<file path="config.mk">
export PLATFORM = sky130hd
export DESIGN_NAME = mem_port_scheduler
export DESIGN_NICKNAME = d
export VERILOG_FILES = /design/src/rtl/mem_port_scheduler.sv
export SDC_FILE = /design/constraint.sdc
export NUM_CORES = 1
export LEC_CHECK = 0
export CORE_AREA = 3 3 249 251
export DETAILED_ROUTE_END_ITERATION = 8
export DIE_AREA = 0 0 252 254
export SETUP_SLACK_MARGIN = 0.02
export SLEW_MARGIN = 0
export SYNTH_ARGS = -nofsm -noshare
export SYNTH_HDL_FRONTEND = slang
export SYNTH_SLANG_ARGS = --single-unit
</file>
<file path="constraint.sdc">
create_clock -name clk -period 2.9 [get_ports clk]
set_input_delay 0.87 -clock clk [delete_from_list [all_inputs] [get_ports clk]]
set_output_delay 0.87 -clock clk [all_outputs]
set_load 0.1 [all_outputs]
</file>
<file path="src/rtl/mem_port_scheduler.sv">
// Round-robin owner per burst on a shared memory request port; reads tracked in an in-order ID FIFO
// so each response is steered back to its issuing core one cycle after it arrives.
module mem_port_scheduler #(
  parameter int NUM_OF_CORES = 4,
  parameter int ADDR_W       = 32,
  parameter int DATA_W       = 64,
  parameter int OUTSTANDING  = 4
) (
  input  logic                             clk,
  input  logic                             reset,
  input  logic [NUM_OF_CORES-1:0]          core_req_valid,
  output logic [NUM_OF_CORES-1:0]          core_req_ready,
  input  logic [NUM_OF_CORES-1:0]          core_req_we,
  input  logic [NUM_OF_CORES-1:0]          core_req_last,
  input  logic [NUM_OF_CORES*ADDR_W-1:0]   core_req_addr,
  input  logic [NUM_OF_CORES*DATA_W-1:0]   core_req_wdata,
  output logic [NUM_OF_CORES-1:0]          grant,
  output logic                             mem_req_valid,
  input  logic                             mem_req_ready,
  output logic                             mem_req_we,
  output logic [ADDR_W-1:0]                mem_req_addr,
  output logic [DATA_W-1:0]                mem_req_wdata,
  input  logic                             mem_rsp_valid,
  input  logic [DATA_W-1:0]                mem_rsp_rdata,
  output logic [NUM_OF_CORES-1:0]          core_rsp_valid,
  output logic [DATA_W-1:0]                core_rsp_rdata,
  output logic                             err_orphan_rsp
);

  localparam int ID_W  = (NUM_OF_CORES > 1) ? $clog2(NUM_OF_CORES) : 1;
  localparam int PTR_W = (OUTSTANDING > 1) ? $clog2(OUTSTANDING) : 1;
  localparam int CNT_W = $clog2(OUTSTANDING + 1);
  localparam logic [NUM_OF_CORES-1:0] ONE = NUM_OF_CORES'(1);

  typedef enum logic {S_IDLE, S_BUSY} state_e;

  state_e                   state_q;
  logic [NUM_OF_CORES-1:0]  grant_q;
  logic [ID_W-1:0]          owner_q;
  logic [ID_W-1:0]          rr_q;

  logic [ID_W-1:0]          fifo_q [OUTSTANDING];
  logic [PTR_W-1:0]         wr_ptr_q, wr_ptr_d;
  logic [PTR_W-1:0]         rd_ptr_q, rd_ptr_d;
  logic [CNT_W-1:0]         cnt_q, cnt_d;

  logic [NUM_OF_CORES-1:0]  rsp_valid_q, rsp_valid_d;
  logic [DATA_W-1:0]        rsp_rdata_q;
  logic                     err_q;

  logic                     pick_vld;
  logic [ID_W-1:0]          pick_id;
  logic                     busy, own_vld, own_we, own_last;
  logic                     fifo_full, fifo_empty;
  logic                     own_rdy, accept, push, pop;

  function automatic logic [PTR_W-1:0] ptr_inc(input logic [PTR_W-1:0] p);
    return (p == PTR_W'(OUTSTANDING - 1)) ? '0 : p + PTR_W'(1);
  endfunction

  // First requester at or after the rr pointer, scanning cyclically.
  always_comb begin
    int              idx;
    logic [ID_W-1:0] cand;
    idx      = 0;
    cand     = '0;
    pick_vld = 1'b0;
    pick_id  = '0;
    for (int k = 0; k < NUM_OF_CORES; k++) begin
      idx = int'(rr_q) + k;
      if (idx >= NUM_OF_CORES) idx = idx - NUM_OF_CORES;
      cand = ID_W'(idx);
      if (!pick_vld && core_req_valid[cand]) begin
        pick_vld = 1'b1;
        pick_id  = cand;
      end
    end
  end

  assign busy       = (state_q == S_BUSY);
  assign own_vld    = core_req_valid[owner_q];
  assign own_we     = core_req_we[owner_q];
  assign own_last   = core_req_last[owner_q];
  assign fifo_full  = (cnt_q == CNT_W'(OUTSTANDING));
  assign fifo_empty = (cnt_q == '0);

  // A read is held off entirely while every response credit is in flight.
  assign own_rdy       = busy & mem_req_ready & (own_we | ~fifo_full);
  assign mem_req_valid = busy & own_vld & (own_we | ~fifo_full);
  assign accept        = mem_req_valid & mem_req_ready;
  assign push          = accept & ~own_we;
  assign pop           = mem_rsp_valid & ~fifo_empty;

  always_comb begin
    core_req_ready          = '0;
    core_req_ready[owner_q] = own_rdy;
  end

  assign mem_req_we    = own_we;
  assign mem_req_addr  = core_req_addr[int'(owner_q)*ADDR_W +: ADDR_W];
  assign mem_req_wdata = core_req_wdata[int'(owner_q)*DATA_W +: DATA_W];

  always_ff @(posedge clk or negedge reset) begin
    if (!reset) begin
      state_q <= S_IDLE;
      grant_q <= '0;
      owner_q <= '0;
      rr_q    <= '0;
    end else begin
      case (state_q)
        S_IDLE: begin
          if (pick_vld) begin
            state_q <= S_BUSY;
            owner_q <= pick_id;
            grant_q <= ONE << pick_id;
          end
        end
        S_BUSY: begin
          // Lock holds through valid gaps; only an accepted last beat releases it.
          if (accept && own_last) begin
            state_q <= S_IDLE;
            grant_q <= '0;
            rr_q    <= (owner_q == ID_W'(NUM_OF_CORES - 1)) ? '0 : owner_q + ID_W'(1);
          end
        end
      endcase
    end
  end

  always_comb begin
    wr_ptr_d = push ? ptr_inc(wr_ptr_q) : wr_ptr_q;
    rd_ptr_d = pop  ? ptr_inc(rd_ptr_q) : rd_ptr_q;
    cnt_d    = cnt_q;
    if (push && !pop)      cnt_d = cnt_q + CNT_W'(1);
    else if (pop && !push) cnt_d = cnt_q - CNT_W'(1);
  end

  always_ff @(posedge clk or negedge reset) begin
    if (!reset) begin
      wr_ptr_q <= '0;
      rd_ptr_q <= '0;
      cnt_q    <= '0;
      for (int i = 0; i < OUTSTANDING; i++) fifo_q[i] <= '0;
    end else begin
      if (push) fifo_q[wr_ptr_q] <= owner_q;
      wr_ptr_q <= wr_ptr_d;
      rd_ptr_q <= rd_ptr_d;
      cnt_q    <= cnt_d;
    end
  end

  assign rsp_valid_d = pop ? (ONE << fifo_q[rd_ptr_q]) : '0;

  always_ff @(posedge clk or negedge reset) begin
    if (!reset) begin
      rsp_valid_q <= '0;
      rsp_rdata_q <= '0;
      err_q       <= 1'b0;
    end else begin
      rsp_valid_q <= rsp_valid_d;
      if (pop) rsp_rdata_q <= mem_rsp_rdata;
      if (mem_rsp_valid && fifo_empty) err_q <= 1'b1;
    end
  end

  assign grant          = grant_q;
  assign core_rsp_valid = rsp_valid_q;
  assign core_rsp_rdata = rsp_rdata_q;
  assign err_orphan_rsp = err_q;

  a_grant_onehot : assert property (@(posedge clk) disable iff (!reset) $onehot0(grant_q));
  a_ready_onehot : assert property (@(posedge clk) disable iff (!reset) $onehot0(core_req_ready));
  a_cnt_bound    : assert property (@(posedge clk) disable iff (!reset) cnt_q <= CNT_W'(OUTSTANDING));

endmodule

</file>
==> summary.txt <==
Worst Setup Path Type - reg -> out
Area contributors post-synth - dfrtp_1, mux4_2, nand2_1
Final period util - 105.0%
Arrival time worst endpoint - 2.18 ns
Area delta synth->final - 148.1%
Number of enable flip-flop cells after synthesis - 0
Normalized max-slew margin - 50.83%
Outcome - complete, but fails checks
Finished Cell Area - 15370 sq um
Mapped Nets - 991
CP endpoint kind - primary output
Slew of the pin with the lowest slew margin - 0.7375 ns
Cell taking the most area after synthesis - dfrtp_1
Max-cap violation count - 0
DRT Pass-1 Iters - 4
Gate Count Post-Synth - 516
Hpwl dp - 44.94 mm
Final setup margin - -0.1463 ns
WL met2 - 27.85 mm
Pwr dens - 1346 nW/um^2
Clock Power Share - 5.8%
Comb pwr share - 83.7%
Storage cell area - 2335 sq um
Leakage power - 6.528 nW
Syn avg cell area - 12.01 sq um
Gpl congestion - 0.9179
Post-synth top cells - nand2_1, mux4_2, dfrtp_1
Number of port buffers - 638
Largest net degree at the start of global routing - 70
Top Metal Used - met5
H-tree depth - 3
Reg power frac - 10.4%
GRT Total Usage - 15.17%
CTS root buf - clkbuf_16
Cts hold-fix bufs - 0
Most frequent cell after synthesis - nand2_1
Critical path startpoint category - register
Sw frac - 58.94%
Vias per cell - 3.767
CTS Buf Count - 9
Sinks on the clock net - 93
Overall power - 0.02069 W
Post-route ant nets - 0
Initial core utilization - 10.30%
Crit path required time - 2.03 ns
Routed wl met3 - 3.744 mm
Final WL - 50.96 mm
Number of setup violations in the final report - 83
Sequential cell area fraction in the yosys report - 37.56%
Post-synth top area share - 37.56%
Final Hold Fails - 0
Fraction of registers with async set/reset - 100.0%
Cell Int Power - 0.008495 W
Overflow after GRT - 0
WL/cell - 25.72 um
Die width - 252 um
Fin util - 25.56%
DR DRC count - 0
First-pass GRT wire length - 65.82 mm
Die area - 64010 sq um
CTS tree - yes
Tmin final - 3.046 ns
Nets - 1661
Flops & latches, synth - 93
Wl on met1 - 17.77 mm
Min-delay worst type - in -> async
Area occupied by multi-input gates - 3742 sq um
Max Buffers Root-to-Sink - 2
Max Freq - 328.3 MHz
Violated checks - setup timing
Placed Area - 14650 sq um
Crit Path Max Fanout - 6
Final Skew - 0.007327 ns
Initial antenna violation count - 46
Num rows - 90
Vias in the first global route - 8123
Initial DRC count - 362
Die Y - 254 um
RSZ-0062 raised after global routing - true
Clock latency on the worst-skew pair - 0.35 ns
Peak VDD IR - 664.3 uV
Ratio of cells with drive above 1 in the final layout - 32.49%
Core area - 60130 sq um
Max Slew Vio Count - 0
Clk pin slew, worst setup/hold paths - 0.07 ns
Switching power - 0.01220 W
Synth Cell Area - 6196 sq um
Synth warnings - 0
Fillers - 6313
Main synth FF type - dfrtp_1
Cell variety after synth - 39
Via count - 7463
Top Ports - 639
metrics by stage:
step           TNS, ns  cells  hold slack (ns)  worst slack, ns
2_1_floorplan  -0.9339    516           0.4759          -0.1912
6_report        -7.634   1981           0.4655          -0.1463
3_3_place_gp    -5.072   1932           0.4592          -0.4719
4_1_cts         -4.410   1967           0.4458          -0.2078
3_5_place_dp    -5.417   1932           0.4635          -0.4583
5_1_grt         -11.70   1974           0.4743          -0.1951
final timing paths:
| check | startpoint | end | slack (ns) | cells after the start |
|---|---|---|---|---|
| hold reg to reg | core_rsp_rdata[59] | core_rsp_rdata[59] | 0.48 | 2 |
| setup / recovery | owner_q[0] | mem_req_valid | -0.15 | 7 |
| hold / removal | reset | core_rsp_rdata[21] | 0.47 | 1 |
| setup reg to reg | owner_q[0] | cnt_q[1] | -0.02 | 10 |
| min in group clk | core_rsp_rdata[59] | core_rsp_rdata[59] | 0.48 | 2 |
| max in group asynchronous | reset | fifo_q[6] | 1.77 | 2 |
layout make-up:
| class | instances | area share [%] |
|---|---|---|
| multi-input combinational | 378 | 24.35 |
| timing repair buffer | 697 | 51.81 |
| tap | 782 | 6.366 |
| sequential | 93 | 15.19 |
| clock inverter | 7 | 0.5210 |
| inverter | 7 | 0.1710 |
| antenna | 8 | 0.1303 |
| clock buffer | 9 | 1.465 |
cell families (layout without fill, tap and decap cells):
logic type | count (synthesis) | in the layout | synth area share [%]
DFF | 93 | 93 | 37.56
muxes | 113 | 113 | 39.34
AOI/OAI and AO/OA | 18 | 18 | 2.160
adders and majority gates | 11 | 11 | 2.343
buffers and inverters | 45 | 720 | 3.090
other | 0 | 8 | 0
and+or+nand+nor | 233 | 233 | 15.08
xor gates and xnor gates | 3 | 3 | 0.4241
worst max-delay path, stage by stage, from the launching register on:
cell and delay, ns:
dfrtp_4 0.50, buf_4 0.17, clkbuf_16 0.18, buf_4 0.14, mux4_2 0.48, nand2_2 0.12, nor2_4 0.05, buf_12 0.15
per-layer routing:
metal / track usage, % / vias to the layer above
met5: 0 / -
met4: 3.774 / 14
met3: 3.623 / 111
met2: 30.42 / 492
met1: 15.66 / 3611
li1: - / 3235
power groups by stage:
stage | Combinational (W) | Clock [W] | Sequential [W]
6_report | 0.0173 | 0.00121 | 0.00216
5_1_grt | 0.0178 | 0.00131 | 0.00222
4_1_cts | 0.0174 | 0.00127 | 0.00217
3_5_place_dp | 0.0168 | 0 | 0.00220
3_3_place_gp | 0.0167 | 0 | 0.00217
2_1_floorplan | 0.00808 | 0 | 0.00472
state kept, by name, indices dropped and copies added (netlist names):
register / flops
busy: 1
cnt_q: 3
core_rsp_rdata: 64
core_rsp_valid: 4
err_orphan_rsp: 1
fifo_q: 8
grant: 4
owner_q: 2
rd_ptr_q: 2
rr_q: 2
wr_ptr_q: 2
cell usage in the layout, fill, tap and decap left out, types with 3 or more instances in the layout:
cell type and count:
o21ai_0 3, mux4_2 101, buf_4 104, buf_16 5, o22ai_1 4, buf_6 9
ha_1 9, nor2_1 4, diode_2 8, buf_8 3, nand2_1 204, dlymetal6s2s_1 10
bufbuf_16 3, nor3_1 3, mux2_4 8, dfrtp_1 91, buf_12 109, buf_2 3
inv_1 5, and2_4 4, nand2_2 5, clkbuf_16 11, clkdlybuf4s50_1 395, dlygate4sd2_1 53
what timing repair did:
action	in CTS	in global routing
setup endpoints to repair	94	89
pin swaps	7	2
resized for setup	90	15
cloned	5	2
setup buffers	16	6
Power figures use the tool's default switching activity.
